`src/rtl/slv_sched_pkg.sv`:
```
// Shared types and the round-robin selection rule for the slave burst scheduler.
package slv_sched_pkg;

  typedef enum logic {IDLE = 1'b0, BURST = 1'b1} sched_state_t;

  localparam int MODE_W  = 2;
  localparam int PVAL_W  = 8;
  localparam int MAX_SLV = 8;

  // Index of the first set req bit strictly after last, wrapping modulo nslv.
  function automatic logic [2:0] rr_pick(input logic [MAX_SLV-1:0] req,
                                         input int nslv,
                                         input logic [2:0] last);
    int idx;
    rr_pick = last;
    // Scan from the farthest offset down so the nearest requester wins.
    for (int k = MAX_SLV; k >= 1; k--) begin
      if (k <= nslv) begin
        idx = (int'(last) + k) % nslv;
        if (req[idx]) rr_pick = 3'(idx);
      end
    end
  endfunction

endpackage

```
`src/rtl/slv_burst_scheduler_rr_picker.sv`:
```
// Combinational round-robin picker: next requester after last_grant.
module rr_picker
  import slv_sched_pkg::*;
#(
  parameter int NSLV = 2,
  parameter int IW   = 1
) (
  input  logic [NSLV-1:0] req,
  input  logic [IW-1:0]   last_grant,
  output logic [IW-1:0]   gnt_idx,
  output logic            gnt_any
);

  logic [MAX_SLV-1:0] req_ext;
  logic [2:0]         pick;

  always_comb begin
    req_ext            = '0;
    req_ext[NSLV-1:0]  = req;
    pick               = rr_pick(req_ext, NSLV, 3'(last_grant));
  end

  assign gnt_idx = IW'(pick);
  assign gnt_any = |req;

endmodule

```
`src/rtl/slv_burst_scheduler.sv`:
```
// Round-robin burst scheduler sharing one processing-FIFO write path among NSLV slave channels.
module slv_burst_scheduler
  import slv_sched_pkg::*;
#(
  parameter int DW        = 32,
  parameter int NSLV      = 2,
  parameter int BURST_LEN = 16,
  parameter int TMO       = 8,
  parameter int IW        = (NSLV > 1) ? $clog2(NSLV) : 1
) (
  input  logic                     clk,
  input  logic                     rst,
  input  logic [NSLV-1:0]          slv_data_valid,
  input  logic [MODE_W*NSLV-1:0]   slv_mode,
  input  logic [DW*NSLV-1:0]       slv_data,
  input  logic [PVAL_W*NSLV-1:0]   slv_proc_val,
  output logic [NSLV-1:0]          slv_ready,
  input  logic                     fifo_full,
  input  logic                     mstr_cmplt,
  output logic                     out_valid,
  output logic [DW-1:0]            out_data,
  output logic [MODE_W-1:0]        out_mode,
  output logic [PVAL_W-1:0]        out_proc_val,
  output logic [IW-1:0]            out_src,
  output logic                     busy
);

  localparam int BCW = $clog2(BURST_LEN + 1);
  localparam int TCW = $clog2(TMO + 1);

  sched_state_t       state_q;
  logic [IW-1:0]      last_grant_q;
  logic [BCW-1:0]     beat_cnt_q, beat_cnt_d;
  logic [TCW-1:0]     tmo_cnt_q, tmo_cnt_d;

  logic [IW-1:0]      gnt_idx;
  logic               gnt_any;
  logic               path_open, g_valid, xfer;
  logic [DW-1:0]      g_data;
  logic [MODE_W-1:0]  pick_mode;
  logic [PVAL_W-1:0]  pick_pval;

  rr_picker #(.NSLV(NSLV), .IW(IW)) u_picker (
    .req        (slv_data_valid),
    .last_grant (last_grant_q),
    .gnt_idx    (gnt_idx),
    .gnt_any    (gnt_any)
  );

  assign path_open  = (state_q == BURST) & ~fifo_full & ~mstr_cmplt;
  assign xfer       = path_open & g_valid;
  assign beat_cnt_d = beat_cnt_q + 1'b1;
  assign tmo_cnt_d  = tmo_cnt_q + 1'b1;

  // out_src doubles as the grant register: it selects the live channel in BURST.
  always_comb begin
    g_data    = '0;
    g_valid   = 1'b0;
    pick_mode = '0;
    pick_pval = '0;
    slv_ready = '0;
    for (int i = 0; i < NSLV; i++) begin
      if (out_src == IW'(i)) begin
        g_data       = slv_data[i*DW +: DW];
        g_valid      = slv_data_valid[i];
        slv_ready[i] = path_open;
      end
      if (gnt_idx == IW'(i)) begin
        pick_mode = slv_mode[i*MODE_W +: MODE_W];
        pick_pval = slv_proc_val[i*PVAL_W +: PVAL_W];
      end
    end
  end

  always_ff @(posedge clk) begin
    if (rst) begin
      state_q      <= IDLE;
      last_grant_q <= IW'(NSLV - 1);
      beat_cnt_q   <= '0;
      tmo_cnt_q    <= '0;
      out_valid    <= 1'b0;
      out_data     <= '0;
      out_mode     <= '0;
      out_proc_val <= '0;
      out_src      <= '0;
      busy         <= 1'b0;
    end else begin
      out_valid <= xfer;
      if (xfer) out_data <= g_data;
      case (state_q)
        IDLE: begin
          if (~mstr_cmplt & gnt_any) begin
            state_q      <= BURST;
            busy         <= 1'b1;
            out_src      <= gnt_idx;
            out_mode     <= pick_mode;
            out_proc_val <= pick_pval;
            beat_cnt_q   <= '0;
            tmo_cnt_q    <= '0;
          end
        end
        BURST: begin
          if (mstr_cmplt) begin
            state_q      <= IDLE;
            busy         <= 1'b0;
            last_grant_q <= out_src;
          end else if (xfer) begin
            beat_cnt_q <= beat_cnt_d;
            tmo_cnt_q  <= '0;
            if (beat_cnt_d == BCW'(BURST_LEN)) begin
              state_q      <= IDLE;
              busy         <= 1'b0;
              last_grant_q <= out_src;
            end
          end else if (~fifo_full & ~g_valid) begin
            // Stalls freeze the idle counter; only a silent, unstalled channel ages it.
            tmo_cnt_q <= tmo_cnt_d;
            if (tmo_cnt_d == TCW'(TMO)) begin
              state_q      <= IDLE;
              busy         <= 1'b0;
              last_grant_q <= out_src;
            end
          end
        end
        default: state_q <= IDLE;
      endcase
    end
  end

endmodule

```
`config.mk`:
```
export PLATFORM = sky130hd
export DESIGN_NAME = slv_burst_scheduler
export DESIGN_NICKNAME = d
export VERILOG_FILES = /design/src/rtl/slv_sched_pkg.sv /design/src/rtl/slv_burst_scheduler_rr_picker.sv /design/src/rtl/slv_burst_scheduler.sv
export SDC_FILE = /design/constraint.sdc
export NUM_CORES = 1
export LEC_CHECK = 0
export CAP_MARGIN = 25
export CORE_ASPECT_RATIO = 1.2
export CORE_MARGIN = 10
export CORE_UTILIZATION = 30
export DETAILED_ROUTE_END_ITERATION = 12
export GPL_ROUTABILITY_DRIVEN = 1
export GPL_TIMING_DRIVEN = 0
export PLACE_DENSITY = 0.63
export SYNTH_ARGS = -nofsm -noshare
export SYNTH_HDL_FRONTEND = slang
export SYNTH_HIERARCHICAL = 1
export SYNTH_SLANG_ARGS = --single-unit
```
`constraint.sdc`:
```
create_clock -name clk -period 1.8 [get_ports clk]
set_input_delay 0.27 -clock clk [delete_from_list [all_inputs] [get_ports clk]]
set_output_delay 0.27 -clock clk [all_outputs]
set_load 0.05 [all_outputs]
```
# ---- Word-level counts from Yosys, hierarchy flattened
# Index checks and enable logic that the tools add are counted.
dict set report totals {
  regBits 56
  latch_bits 0
  mem_bits_rw 0
  romBits 0
  out_inout_bits 47
  n_memories 0
}
dict set report classes {
  n_addsub 4
  n_mul 0
  div 0
  n_lt_le_gt_ge 2
  eq_ne 10
  n_shift 0
  n_mux 42
  bitwise_logic 11
  n_reduce_logical 8
}
# op n
set op_table {}
lappend op_table {{$mux W32} 1}
lappend op_table {{$mux W1} 26}
lappend op_table {{$mux W4} 4}
lappend op_table {{$mux W5} 3}
lappend op_table {{$lt A2 B5 Y1 const B} 2}
lappend op_table {{$pmux W5 S2} 1}
lappend op_table {{$mux W8} 1}
lappend op_table {{$ne A4 B2 Y1 const B} 2}
lappend op_table {{$pmux W4 S2} 1}
lappend op_table {{$reduce_and A4 Y1} 2}
lappend op_table {{$reduce_and A3 Y1} 2}
lappend op_table {{$reduce_bool A3 Y1} 2}
lappend op_table {{$add A5 B1 Y5 const B} 1}
lappend op_table {{$and A1 B1 Y1} 5}
lappend op_table {{$eq A5 B5 Y1 const B} 1}
lappend op_table {{$add A4 B1 Y4 const B} 1}
lappend op_table {{$bmux W1 S2} 2}
lappend op_table {{$eq A4 B4 Y1 const B} 1}
lappend op_table {{$ne A2 B2 Y1 const B} 2}
lappend op_table {{$ne A4 B3 Y1 const B} 1}
lappend op_table {{$not A1 Y1} 4}
lappend op_table {{$pmux W1 S2} 2}
lappend op_table {{$ne A3 B1 Y1 const B} 1}
lappend op_table {{$ne A3 B2 Y1 const B} 1}
lappend op_table {{other kinds (6)} 8}

# ---- Logic depth before layout (Yosys ltp)
# Gate-level depths: netlist of the first run.
dict set report depth {
  depth_word 8
  depth_mapped 7
}

# ---- Modules after synthesis
# Netlist of the first run, hierarchy kept.
# module instances cells_each area_per_inst_um2 seq_area_each_um2
set by_module_without_submodules {}
lappend by_module_without_submodules {slv_burst_scheduler 1 283 2606.2 1121.1}
lappend by_module_without_submodules {rr_picker 1 3 15.0 0.0}

# ---- Least setup slack after synthesis of the first run
# Ideal clock, no wire load.
dict set report synth_timing {
  kind {reg2out}
  start {register out_src}
  end {output port slv_ready[1]}
  arrival_ns 1.837
  t_required_ns 1.530
  slack_ns -0.307
  path_stages_with_launch 4
  path_buffers 2
  path_cell_list {dfxtp_1 > buf_2 > buf_1 > and2_1}
}
dict set report synth_between {
  elab_chain_cells 1
}
# element line_no
set synth_lines {}
lappend synth_lines {{from (decl)} slv_burst_scheduler.sv:24} ;# output logic [IW-1:0] out_src,
lappend synth_lines {{from (signal assigned)} slv_burst_scheduler.sv:95} ;# out_src <= gnt_idx;
lappend synth_lines {{$mux W1} slv_burst_scheduler.sv:63} ;# if (out_src == IW'(i)) begin
lappend synth_lines {{to (decl)} slv_burst_scheduler.sv:17} ;# output logic [NSLV-1:0] slv_ready,
# Every way passes these cells.

# ---- Final worst setup path of the first run
dict set report layout_timing {
  start {register out_data[13]}
  end {output port out_data[13]}
}
# element line_no
set layout_rtl {}
lappend layout_rtl {{from (decl)} slv_burst_scheduler.sv:21} ;# output logic [DW-1:0] out_data,
lappend layout_rtl {{from (signal assigned)} slv_burst_scheduler.sv:89} ;# if (xfer) out_data <= g_data;
# No word-level cell between the ends.

==> results by group, run 1 <==
Run status
  – Status: finished clean

Clocking
  – # clock sinks: 56
  – Post-CTS setup repair buffer count: 0
  – Worst-path clk slew: 0.10 ns
  – Root buf cell: clkbuf_8
  – Num CTS Buffers: 5
  – CTS tree: yes
  – CTS Buffer Depth: 2
  – H-tree depth: 2
  – Worst-Skew Late Latency: 0.31 ns
  – Number of hold buffers added after CTS: 0

Synth
  – Yosys warning total: 6
  – Flops & latches, synth: 56
  – Cell Area, Synth: 2620 sq um
  – Main combinational cell family by area after synthesis: compound AO/OA/AOI/OAI gates
  – Distinct cells, synth: 39
  – Synthesized area per cell: 9.17 sq um
  – Syn Nets: 378
  – Register area share after synthesis: 42.8%
  – Synth Area in Adders: 0.955%
  – Cell count after synthesis: 286
  – XOR/XNOR Fraction of Synth Area: 0%
  – Post-synthesis compound-gate area fraction: 19.0%
  – Synth Area in Simple Gates: 15.3%
  – Post-synthesis mux area share: 17.2%

Routing
  – DRC viols: 0
  – DRT Pass-1 Iters: 4
  – Routed vias/inst: 4.75
  – Per-cell routed wire length: 16.3 um
  – 1st-iter DRT viols: 83
  – Vias: 2593
  – Wirelength, routed: 8890 um
  – Post-route ant nets: 0

Worst setup path
  – R2R Path End: beat_cnt_q[3]
  – Flop2flop setup slack: 0.08 ns
  – Cells along the critical path: clkdlybuf4s50_1
  – WS Path Type: flip-flop to output port
  – Crit path max fanout: 2
  – WP data required: 1.53 ns
  – WP buf/inv: 1
  – Crit end category: output port
  – Critical path's largest stage delay: 0.84 ns
  – Reg2reg path depth: 6
  – Worst Path Arrival: 1.48 ns
  – CP max stage cell: clkdlybuf4s50_1
  – RR Startpoint: state_q
  – Delay-heaviest family, CP: buffers and inverters
  – Startpoint types: flip-flop

Power and ir drop
  – Max VDD drop: 0.359 mV
  – PwrDens: 631 nW/um^2
  – P_sw: 0.000776 W
  – Clock power share: 26.8%
  – Static leakage: 1.79 nW
  – Gate power share: 25.2%
  – Power Internal: 0.00194 W
  – Sequential power share: 48.0%
  – Sw frac: 28.6%
  – Design Power: 0.00271 W

Floorplan
  – Height of the die: 122 um
  – DIE AREA: 12900 sq um
  – IO Count: 137
  – Core area: 8560 sq um
  – Floorplan row count: 37
  – Horiz. Die Dim: 105 um
  – Starting density of the core: 30.6%

Worst hold path
  – Hold Crit Class: input pin to flip-flop
  – Hold Path End: state_q
  – Hold Startpoint: mstr_cmplt
  – WHS Path Cells: 3

Global routing
  – GRT Overall Usage: 13.0%
  – First-pass GRT wire length: 13800 um
  – Initial antenna violation count: 0
  – Number of global-route vias before repair: 2709
  – Pin count of the biggest net entering global routing: 18
  – Remaining Overflow, GRT: 0

Layout
  – Area growth syn-to-layout: 63.9%
  – Share of cells above drive strength 1: 9.09%
  – N_diodes: 0
  – Most frequent cells in the layout: clkdlybuf4s50_1, nor2_1, dfxtp_1, mux2i_1, a211oi_1
  – Final net count: 520
  – Commonest non-fill, non-tap cell in the layout: clkdlybuf4s50_1
  – Finished Layout Cells: 546

Timing
  – Final min period: 1.75 ns
  – Final worst slack: 0.0462 ns
  – Maximum clock rate: 0.570 GHz
  – Final Skew: 0.00625 ns
  – Final count of hold timing violations: 0
  – Worst-Margin Slew: 0.612 ns
  – Finish-stage setup viols: 0
  – Final worst-path cycle share: 97.4%
  – Max-slew violations: 0
  – Worst hold slack: 0.357 ns
  – Worst slew margin: 58.8%

Place
  – PortBufs: 135
  – DP Worst Slack: -0.800 ns
  – Post-DP HPWL: 7190 um
  – Final Wtd Congestion: 0.755
  – Total placed cells including tap cells: 538

Run
  – Max-cap viol count: 0
==> layer usage <==
layer | track usage (%) | share of wire, %
met5 | 0 | 0
met4 | 2.92 | 0.63
met3 | 5.87 | 8.4
met2 | 24.0 | 54
met1 | 13.2 | 37
==> tightest hold or removal path, stage by stage <==
cell	delay, ns
dlymetal6s2s_1	0.13
buf_6	0.17
nor3_1	0.06
==> cell usage after synthesis <==
cell type,count,area share (%)
nand2_2,1,0.24
a21bo_2,1,0.38
nor2b_1,1,0.24
a211oi_1,44,13
a21oi_1,12,2.3
o22ai_1,1,0.24
buf_4,3,0.86
a31o_2,1,0.33
nor4_1,1,0.24
ha_1,2,0.95
nand2b_1,3,0.72
buf_2,8,1.5
nor2_1,56,8.0
nand4_1,1,0.24
mux2i_1,44,17
a311oi_1,1,0.33
or3b_1,1,0.33
and2_1,2,0.48
buf_6,1,0.43
nand2_1,6,0.86
or2_1,1,0.24
a41oi_1,1,0.33
a22oi_1,1,0.29
mux2_2,1,0.43
inv_1,3,0.43
nand4b_1,1,0.33
a21o_1,2,0.57
dfxtp_1,56,43
or4_1,1,0.29
o221ai_1,1,0.33
nor3_1,2,0.38
buf_1,2,0.29
o21ai_0,7,1.3
nand3b_1,3,0.86
or2b_1,1,0.29
and3_1,2,0.48
nand3_1,2,0.38
clkbuf_1,8,1.1
nor3b_4,1,0.72
==> sequential cells by signal, indices dropped and copies added (netlist names) <==
| signal | cells |
|---|---|
| tmo_cnt_q | 4 |
| state_q | 1 |
| out_data | 32 |
| busy | 1 |
| out_proc_val | 8 |
| beat_cnt_q | 5 |
| last_grant_q | 1 |
| out_mode | 2 |
| out_src | 1 |
| out_valid | 1 |
==> worst max-delay path by stage <==
stage | start | to | slack, ns | cells past startpoint
detailed placement | out_src | slv_ready[1] | -0.80 | 4
global placement | out_src | slv_ready[1] | -0.79 | 4
floorplan | out_src | slv_ready[1] | -0.04 | 3
global route | out_src | out_data[16] | -0.003 | 6
finish | out_data[13] | out_data[13] | 0.05 | 1
CTS | mstr_cmplt | beat_cnt_q[3] | 0.002 | 7
==> cell type report <==
cell class | instances | area [sq um]
flip-flops and latches | 56 | 1120
clock inverters | 2 | 13.8
multi-input cells | 205 | 1400
repair buffers | 135 | 1390
well taps | 117 | 146
plain buffers | 22 | 128
fillers | 813 | 4270
clock buffers | 6 | 82.6
inverters | 3 | 11.3
==> stage by stage <==
step	TNS, ns	util (%)	area, sq um
6_report	0	50.2	4300
5_1_grt	-0.00448	50.2	4300
4_1_cts	0	49.3	4230
3_5_place_dp	-18.25	48.2	4120
3_3_place_gp	-17.55	48.2	4120
2_1_floorplan	-0.0361	-	2630
==> kinds of logic after synthesis <==
logic type | Yosys count
and+or+nand+nor | 86
AOI/OAI and AO/OA | 72
DFF | 56
muxes | 45
buffers and inverters | 25
adders and majority gates | 2
==> power by group through the flow <==
stage / logic [W] / registers, W / clock network [W]
2_1_floorplan: 0.000220 / 0.00146 / 0
3_3_place_gp: 0.000676 / 0.00133 / 0
3_5_place_dp: 0.000682 / 0.00133 / 0
4_1_cts: 0.000686 / 0.00130 / 0.000760
5_1_grt: 0.000730 / 0.00131 / 0.000798
6_report: 0.000683 / 0.00130 / 0.000727
==> repair_timing <==
item	4_1_cts	5_1_grt
setup endpoints to repair	32	35
pin swaps	0	2
gates resized for setup	18	28
Power figures use the tool's default switching activity.
==> run 2: changes to the inputs <==
--- a/config.mk
+++ b/config.mk
@@ -7,7 +7,7 @@
 export LEC_CHECK = 0
 export CAP_MARGIN = 25
 export CORE_ASPECT_RATIO = 1.2
-export CORE_MARGIN = 10
+export CORE_MARGIN = 2
 export CORE_UTILIZATION = 30
 export DETAILED_ROUTE_END_ITERATION = 12
 export GPL_ROUTABILITY_DRIVEN = 1
==> constraint.sdc (replaced) <==
create_clock -name clk -period 2.2 [get_ports clk]
set_input_delay 0.33 -clock clk [delete_from_list [all_inputs] [get_ports clk]]
set_output_delay 0.33 -clock clk [all_outputs]
set_load 0.05 [all_outputs]
==> run 2 against run 1 <==
  * Register-to-register slack improved by 0.28 ns
  * Sequential power fell by 18%
  * Flip-flop and latch count did not move
  * Clock-buffer cell count rose by 1
  * Total power fell by 19%
  * Clock skew fell by 0.0015 ns
  * Via count fell by 0.27%
  * Worst hold slack improved by 0.13 ns
==> results by group, run 2 (synthesis gave the netlist of run 1 again) <==
Routing
  – DRC viols: 0 (unchanged)
  – Vias: 2586 (was 2593)
  – Routed vias/inst: 4.74 (was 4.75)
  – 1st-iter DRT viols: 92 (was 83)
  – Post-route ant nets: 0 (unchanged)
  – Per-cell routed wire length: 14.0 um (was 16.3 um)
  – Wirelength, routed: 7630 um (was 8890 um)
  – DRT Pass-1 Iters: 4 (unchanged)

Clocking
  – Worst-Skew Late Latency: 0.30 ns (was 0.31 ns)
  – Worst-path clk slew: 0.10 ns (about the same)
  – Num CTS Buffers: 5 (unchanged)
  – Root buf cell: clkbuf_8 (unchanged)
  – # clock sinks: 56 (unchanged)
  – H-tree depth: 2 (unchanged)
  – CTS tree: yes (unchanged)
  – CTS Buffer Depth: 2 (unchanged)

Floorplan
  – Floorplan row count: 37 (unchanged)
  – DIE AREA: 9500 sq um (was 12900 sq um)
  – IO Count: 137 (unchanged)
  – Core area: 8520 sq um (was 8560 sq um)
  – Height of the die: 106 um (was 122 um)
  – Horiz. Die Dim: 89.3 um (was 105 um)
  – Starting density of the core: 30.8% (was 30.6%)

Layout
  – Area growth syn-to-layout: 60.3% (was 63.9%)
  – N_diodes: 0 (unchanged)
  – # fillers: 869 (was 813)
  – FF+latch area: 1120 sq um (about the same)
  – Commonest non-fill, non-tap cell in the layout: clkdlybuf4s50_1 (unchanged)
  – Biggest regs: out_data x32, out_proc_val x8, beat_cnt_q x5 (unchanged)
  – Final core utilization: 49.3% (was 50.2%)
  – Max FFs per register: 32 (unchanged)
  – Multi-input logic area: 1380 sq um (was 1400 sq um)
  – Finished Layout Cells: 545 (was 546)
  – Most frequent cells in the layout: clkdlybuf4s50_1, nor2_1, dfxtp_1, mux2i_1, a211oi_1 (unchanged)
  – Share of cells above drive strength 1: 6.07% (was 9.09%)
  – Biggest register: out_data (unchanged)
  – Final net count: 519 (was 520)

Worst setup path
  – Crit path max fanout: 5 (was 2)
  – WS Path Type: input pin to output port (was flip-flop to output port)
  – Reg2reg path depth: 7 (was 6)
  – Startpoint types: input pin (was flip-flop)
  – Flop2flop setup slack: 0.36 ns (was 0.08 ns)
  – Crit end category: output port (unchanged)
  – WP data required: 1.87 ns (was 1.53 ns)
  – R2R Path End: out_data[9] (was beat_cnt_q[3])
  – Worst Path Arrival: 1.72 ns (was 1.48 ns)
  – RR Startpoint: out_src (was state_q)

Worst hold path
  – Hold Crit Class: input pin to flip-flop (unchanged)
  – Hold Startpoint: rst (was mstr_cmplt)
  – Hold Path End: out_data[23] (was state_q)
  – WHS Path Cells: 2 (was 3)

Place
  – Post-DP HPWL: 6080 um (was 7190 um)
  – Total placed cells including tap cells: 538 (unchanged)
  – PortBufs: 135 (unchanged)
  – Final Wtd Congestion: 0.770 (was 0.755)

Timing
  – RSZ-0062 raised after global routing: false
  – Worst slew margin: 55.4% (was 58.8%)
  – Finish-stage setup viols: 0 (unchanged)
  – Max-slew violations: 0 (unchanged)
  – Final count of hold timing violations: 0 (unchanged)
  – Final worst-path cycle share: 93.3%
  – Worst hold slack: 0.484 ns (was 0.357 ns)
  – Worst-Margin Slew: 0.669 ns (was 0.612 ns)
  – Final min period: 2.05 ns
  – Final Skew: 0.00473 ns (was 0.00625 ns)
  – Maximum clock rate: 0.487 GHz

Power and ir drop
  – Sw frac: 28.3% (was 28.6%)
  – Static leakage: 1.45 nW (was 1.79 nW)
  – Sequential power share: 48.4% (was 48.0%)
  – Clock power share: 26.7% (was 26.8%)
  – Power Internal: 0.00158 W (was 0.00194 W)
  – Gate power share: 24.9% (was 25.2%)
  – PwrDens: 524 nW/um^2 (was 631 nW/um^2)
  – P_sw: 0.000622 W (was 0.000776 W)
  – Max VDD drop: 0.308 mV (was 0.359 mV)

Run
  – Max-cap viol count: 0 (unchanged)

Global routing
  – Remaining Overflow, GRT: 0 (unchanged)
  – First-pass GRT wire length: 12300 um (was 13800 um)
  – Number of global-route vias before repair: 2570 (was 2709)
  – Initial antenna violation count: 0 (unchanged)
  – GRT Overall Usage: 16.2% (was 13.0%)
  – Pin count of the biggest net entering global routing: 20 (was 18)

Run status
  – Status: finished clean (unchanged)
## run 2: layer usage
metal  vias to the layer above  global-route usage, %  routed length (um)
li1                       1316                      -                   -
met1                      1186                   19.5                3120
met2                        73                   27.9                3910
met3                        11                   4.35                 467
met4                         0                   4.48                 129
met5                         -                      0                   0
## run 2: worst max-delay path, cell delays in order
cell	delay, ns
clkdlybuf4s50_1	0.52
or3b_1	0.46
nor2_1	0.13
buf_2	0.28
## run 2: power by group through the flow
| stage | clock network, W | logic (W) | registers (W) |
|---|---|---|---|
| finish | 0.000588 | 0.000548 | 0.00107 |
| global route | 0.000635 | 0.000589 | 0.00107 |
| CTS | 0.000612 | 0.000555 | 0.00107 |
| detailed placement | 0 | 0.000555 | 0.00109 |
| global placement | 0 | 0.000550 | 0.00109 |
| floorplan | 0 | 0.000179 | 0.00119 |
## run 2: worst max path at each step
stage,startpoint,endpoint,slack [ns],depth (start not counted)
floorplan,out_src,slv_ready[1],0.03,3
global placement,fifo_full,slv_ready[0],-0.44,4
detailed placement,fifo_full,slv_ready[0],-0.42,4
CTS,fifo_full,slv_ready[0],0.006,4
global route,fifo_full,out_data[9],0.04,7
finish,fifo_full,slv_ready[0],0.15,4
## run 2: timing repair
action	in CTS	in global routing
endpoints found under the setup margin	2	2
hold buffers	0	0
gates resized for setup	5	4
buffers inserted	0	0
## run 2: final cells by class
type	instances	area share (%)
timing repair buffer	135	31.9
buffer	21	2.62
multi-input combinational	205	32.8
tap	117	3.48
inverter	3	0.268
clock buffer	7	2.05
clock inverter	1	0.179
sequential	56	26.7
## run 2: metrics by stage
| step | power (W) | TNS (ns) | setup WS, ns | cell area (sq um) |
|---|---|---|---|---|
| finish | 0.00220 | 0 | 0.147 | 4200 |
| detailed placement | 0.00164 | -3.30 | -0.424 | 4120 |
| global route | 0.00229 | 0 | 0.0439 | 4200 |
| floorplan | 0.00137 | 0 | 0.0326 | 2620 |
| global placement | 0.00164 | -2.03 | -0.437 | 4120 |
| CTS | 0.00223 | 0 | 0.00611 | 4210 |
==> run 3: changes to the inputs <==
--- a/config.mk
+++ b/config.mk
@@ -8,11 +8,11 @@
 export CAP_MARGIN = 25
 export CORE_ASPECT_RATIO = 1.2
 export CORE_MARGIN = 2
-export CORE_UTILIZATION = 30
+export CORE_UTILIZATION = 36
 export DETAILED_ROUTE_END_ITERATION = 12
 export GPL_ROUTABILITY_DRIVEN = 1
 export GPL_TIMING_DRIVEN = 0
-export PLACE_DENSITY = 0.63
+export PLACE_DENSITY = 0.76
 export SYNTH_ARGS = -nofsm -noshare
 export SYNTH_HDL_FRONTEND = slang
 export SYNTH_HIERARCHICAL = 1
==> constraint.sdc (replaced) <==
create_clock -name clk -period 1.8 [get_ports clk]
set_input_delay 0.27 -clock clk [delete_from_list [all_inputs] [get_ports clk]]
set_output_delay 0.27 -clock clk [all_outputs]
set_load 0.05 [all_outputs]
==> run 3 against run 2 <==
  * Clock power grew 22%
  * Worst hold slack lost 0.070 ns
  * Non-clock buffer count grew 2
  * Highest routed layer unchanged
==> results by group, run 3 (synthesis gave the netlist of run 1 again) <==
Run status
  – Status: finished clean (unchanged)

Worst setup path
  – Crit path max fanout: 2 (was 5)
  – Reg2reg path depth: 6 (was 7)
  – Worst Path Arrival: 1.48 ns (was 1.72 ns)
  – WS Path Type: flip-flop to output port (was input pin to output port)
  – Levels on crit path: 1 (was 4)
  – WP buf/inv: 1 (was 2)
  – Delay-heaviest family, CP: buffers and inverters (unchanged)
  – Crit end category: output port (unchanged)
  – Startpoint types: flip-flop (was input pin)
  – Cells along the critical path: clkdlybuf4s50_1 (was clkdlybuf4s50_1 -> or3b_1 -> nor2_1 -> buf_2)
  – CP max stage cell: clkdlybuf4s50_1 (unchanged)
  – Critical path's largest stage delay: 0.82 ns (was 0.52 ns)
  – WP data required: 1.53 ns (was 1.87 ns)

Clocking
  – CTS Buffer Depth: 2 (unchanged)
  – Root buf cell: clkbuf_8 (unchanged)
  – H-tree depth: 2 (unchanged)
  – CTS tree: yes (unchanged)
  – # clock sinks: 56 (unchanged)
  – Worst-path clk slew: 0.10 ns (about the same)
  – Num CTS Buffers: 5 (unchanged)
  – Worst-Skew Late Latency: 0.30 ns (about the same)

Timing
  – Worst slew margin: 60.7% (was 55.4%)
  – Worst hold slack: 0.414 ns (was 0.484 ns)
  – Max-slew violations: 0 (unchanged)
  – Finish-stage setup viols: 0 (unchanged)
  – Final min period: 1.75 ns
  – Final Skew: 0.00417 ns (was 0.00473 ns)
  – Worst-Margin Slew: 0.585 ns (was 0.669 ns)
  – Maximum clock rate: 0.570 GHz
  – RSZ-0062 raised after global routing: false (unchanged)
  – Final count of hold timing violations: 0 (unchanged)
  – Final worst-path cycle share: 97.5%

Global routing
  – Met1 GRT Util: 23.1% (was 19.5%)
  – Pin count of the biggest net entering global routing: 18 (was 20)
  – GRT met3 Usage: 5.86% (was 4.35%)
  – Initial antenna violation count: 0 (unchanged)
  – Remaining Overflow, GRT: 0 (unchanged)
  – Met2 usage: 34.0% (was 27.9%)
  – First-pass GRT wire length: 12500 um (was 12300 um)
  – GRT Overall Usage: 19.6% (was 16.2%)
  – Number of global-route vias before repair: 2620 (was 2570)
  – GR peak layer: met2 (unchanged)

Routing
  – DRT Pass-1 Iters: 4 (unchanged)
  – Post-route ant nets: 0 (unchanged)
  – Per-cell routed wire length: 14.5 um (was 14.0 um)
  – Routed vias/inst: 5.08 (was 4.74)
  – Vias: 2640 (was 2586)
  – 1st-iter DRT viols: 147 (was 92)
  – DRC viols: 0 (unchanged)
  – Wirelength, routed: 7550 um (was 7630 um)

Layout
  – Final core utilization: 59.5% (was 49.3%)
  – Biggest register: out_data (unchanged)
  – Commonest non-fill, non-tap cell in the layout: clkdlybuf4s50_1 (unchanged)
  – Final net count: 521 (was 519)
  – N_diodes: 0 (unchanged)
  – Most frequent cells in the layout: clkdlybuf4s50_1, dfxtp_1, nor2_1, mux2i_1, a211oi_1 (was clkdlybuf4s50_1, nor2_1, dfxtp_1, mux2i_1, a211oi_1)
  – Multi-input logic area: 1400 sq um (was 1380 sq um)
  – Area growth syn-to-layout: 62.1% (was 60.3%)
  – Biggest regs: out_data x32, out_proc_val x8, beat_cnt_q x5 (unchanged)
  – Post-layout instance area: 4250 sq um (was 4200 sq um)
  – Max FFs per register: 32 (unchanged)
  – Share of cells above drive strength 1: 9.07% (was 6.07%)
  – FF+latch area: 1120 sq um (about the same)
  – # fillers: 640 (was 869)

Power and ir drop
  – Max VDD drop: 0.357 mV (was 0.308 mV)
  – PwrDens: 635 nW/um^2 (was 524 nW/um^2)
  – Static leakage: 1.66 nW (was 1.45 nW)

Floorplan
  – Starting density of the core: 36.7% (was 30.8%)
  – DIE AREA: 7980 sq um (was 9500 sq um)
  – Horiz. Die Dim: 81.9 um (was 89.3 um)
  – IO Count: 137 (unchanged)
  – Floorplan row count: 34 (was 37)
  – Height of the die: 97.5 um (was 106 um)
  – Core area: 7150 sq um (was 8520 sq um)

Worst hold path
  – WHS Path Cells: 2 (unchanged)
  – Hold Crit Class: input pin to flip-flop (unchanged)

Run
  – Max-cap viol count: 0 (unchanged)

Place
  – PortBufs: 135 (unchanged)
  – DP Area: 4090 sq um (was 4120 sq um)
  – Post-DP HPWL: 5860 um (was 6080 um)
  – Final Wtd Congestion: 0.812 (was 0.770)
run 3: layout make-up:
cell class,instances,area share [%]
multi-input cells,205,32.9
repair buffers,136,32.4
flip-flops and latches,56,26.4
plain buffers,22,3.12
well taps,90,2.65
clock buffers,6,1.94
clock inverters,2,0.324
inverters,3,0.265
run 3: worst paths after layout:
check,endpoint,slack (ns),start
setup / recovery,out_data[27],0.05,out_data[27]
hold / removal,out_data[31],0.41,rst
setup reg to reg,beat_cnt_q[3],0.13,state_q
hold reg to reg,tmo_cnt_q[2],0.49,tmo_cnt_q[2]
run 3: repair_timing:
item,4_1_cts,5_1_grt
hold buffers,0,0
setup buffers,1,0
endpoints found under the setup margin,34,28
resized for setup,19,20
pin swaps,1,0
run 3: power by group:
part	switching, W	internal, W	total (W)	leakage (nW)
Combinational	0.000338	0.000342	0.000680	1.16
Sequential	0.0000227	0.00128	0.00130	0.455
Clock	0.000401	0.000316	0.000717	0.0516
Total	0.000761	0.00194	0.00270	1.66
run 3: metrics by stage:
stage	std cells	TNS (ns)	total power, W	worst slack (ns)
2_1_floorplan	286	-0.0361	0.00168	-0.0361
3_3_place_gp	511	-16.65	0.00200	-0.732
3_5_place_dp	511	-17.56	0.00200	-0.757
4_1_cts	520	0	0.00272	0.00398
5_1_grt	520	0	0.00283	0.000587
6_report	520	0	0.00270	0.0453
run 3: metal layers:
layer  part of all wire [%]  vias to the layer above
li1                       -                     1323
met1                     39                     1235
met2                     53                       73
met3                    6.3                        9
met4                    1.4                        0
met5                      0                        -
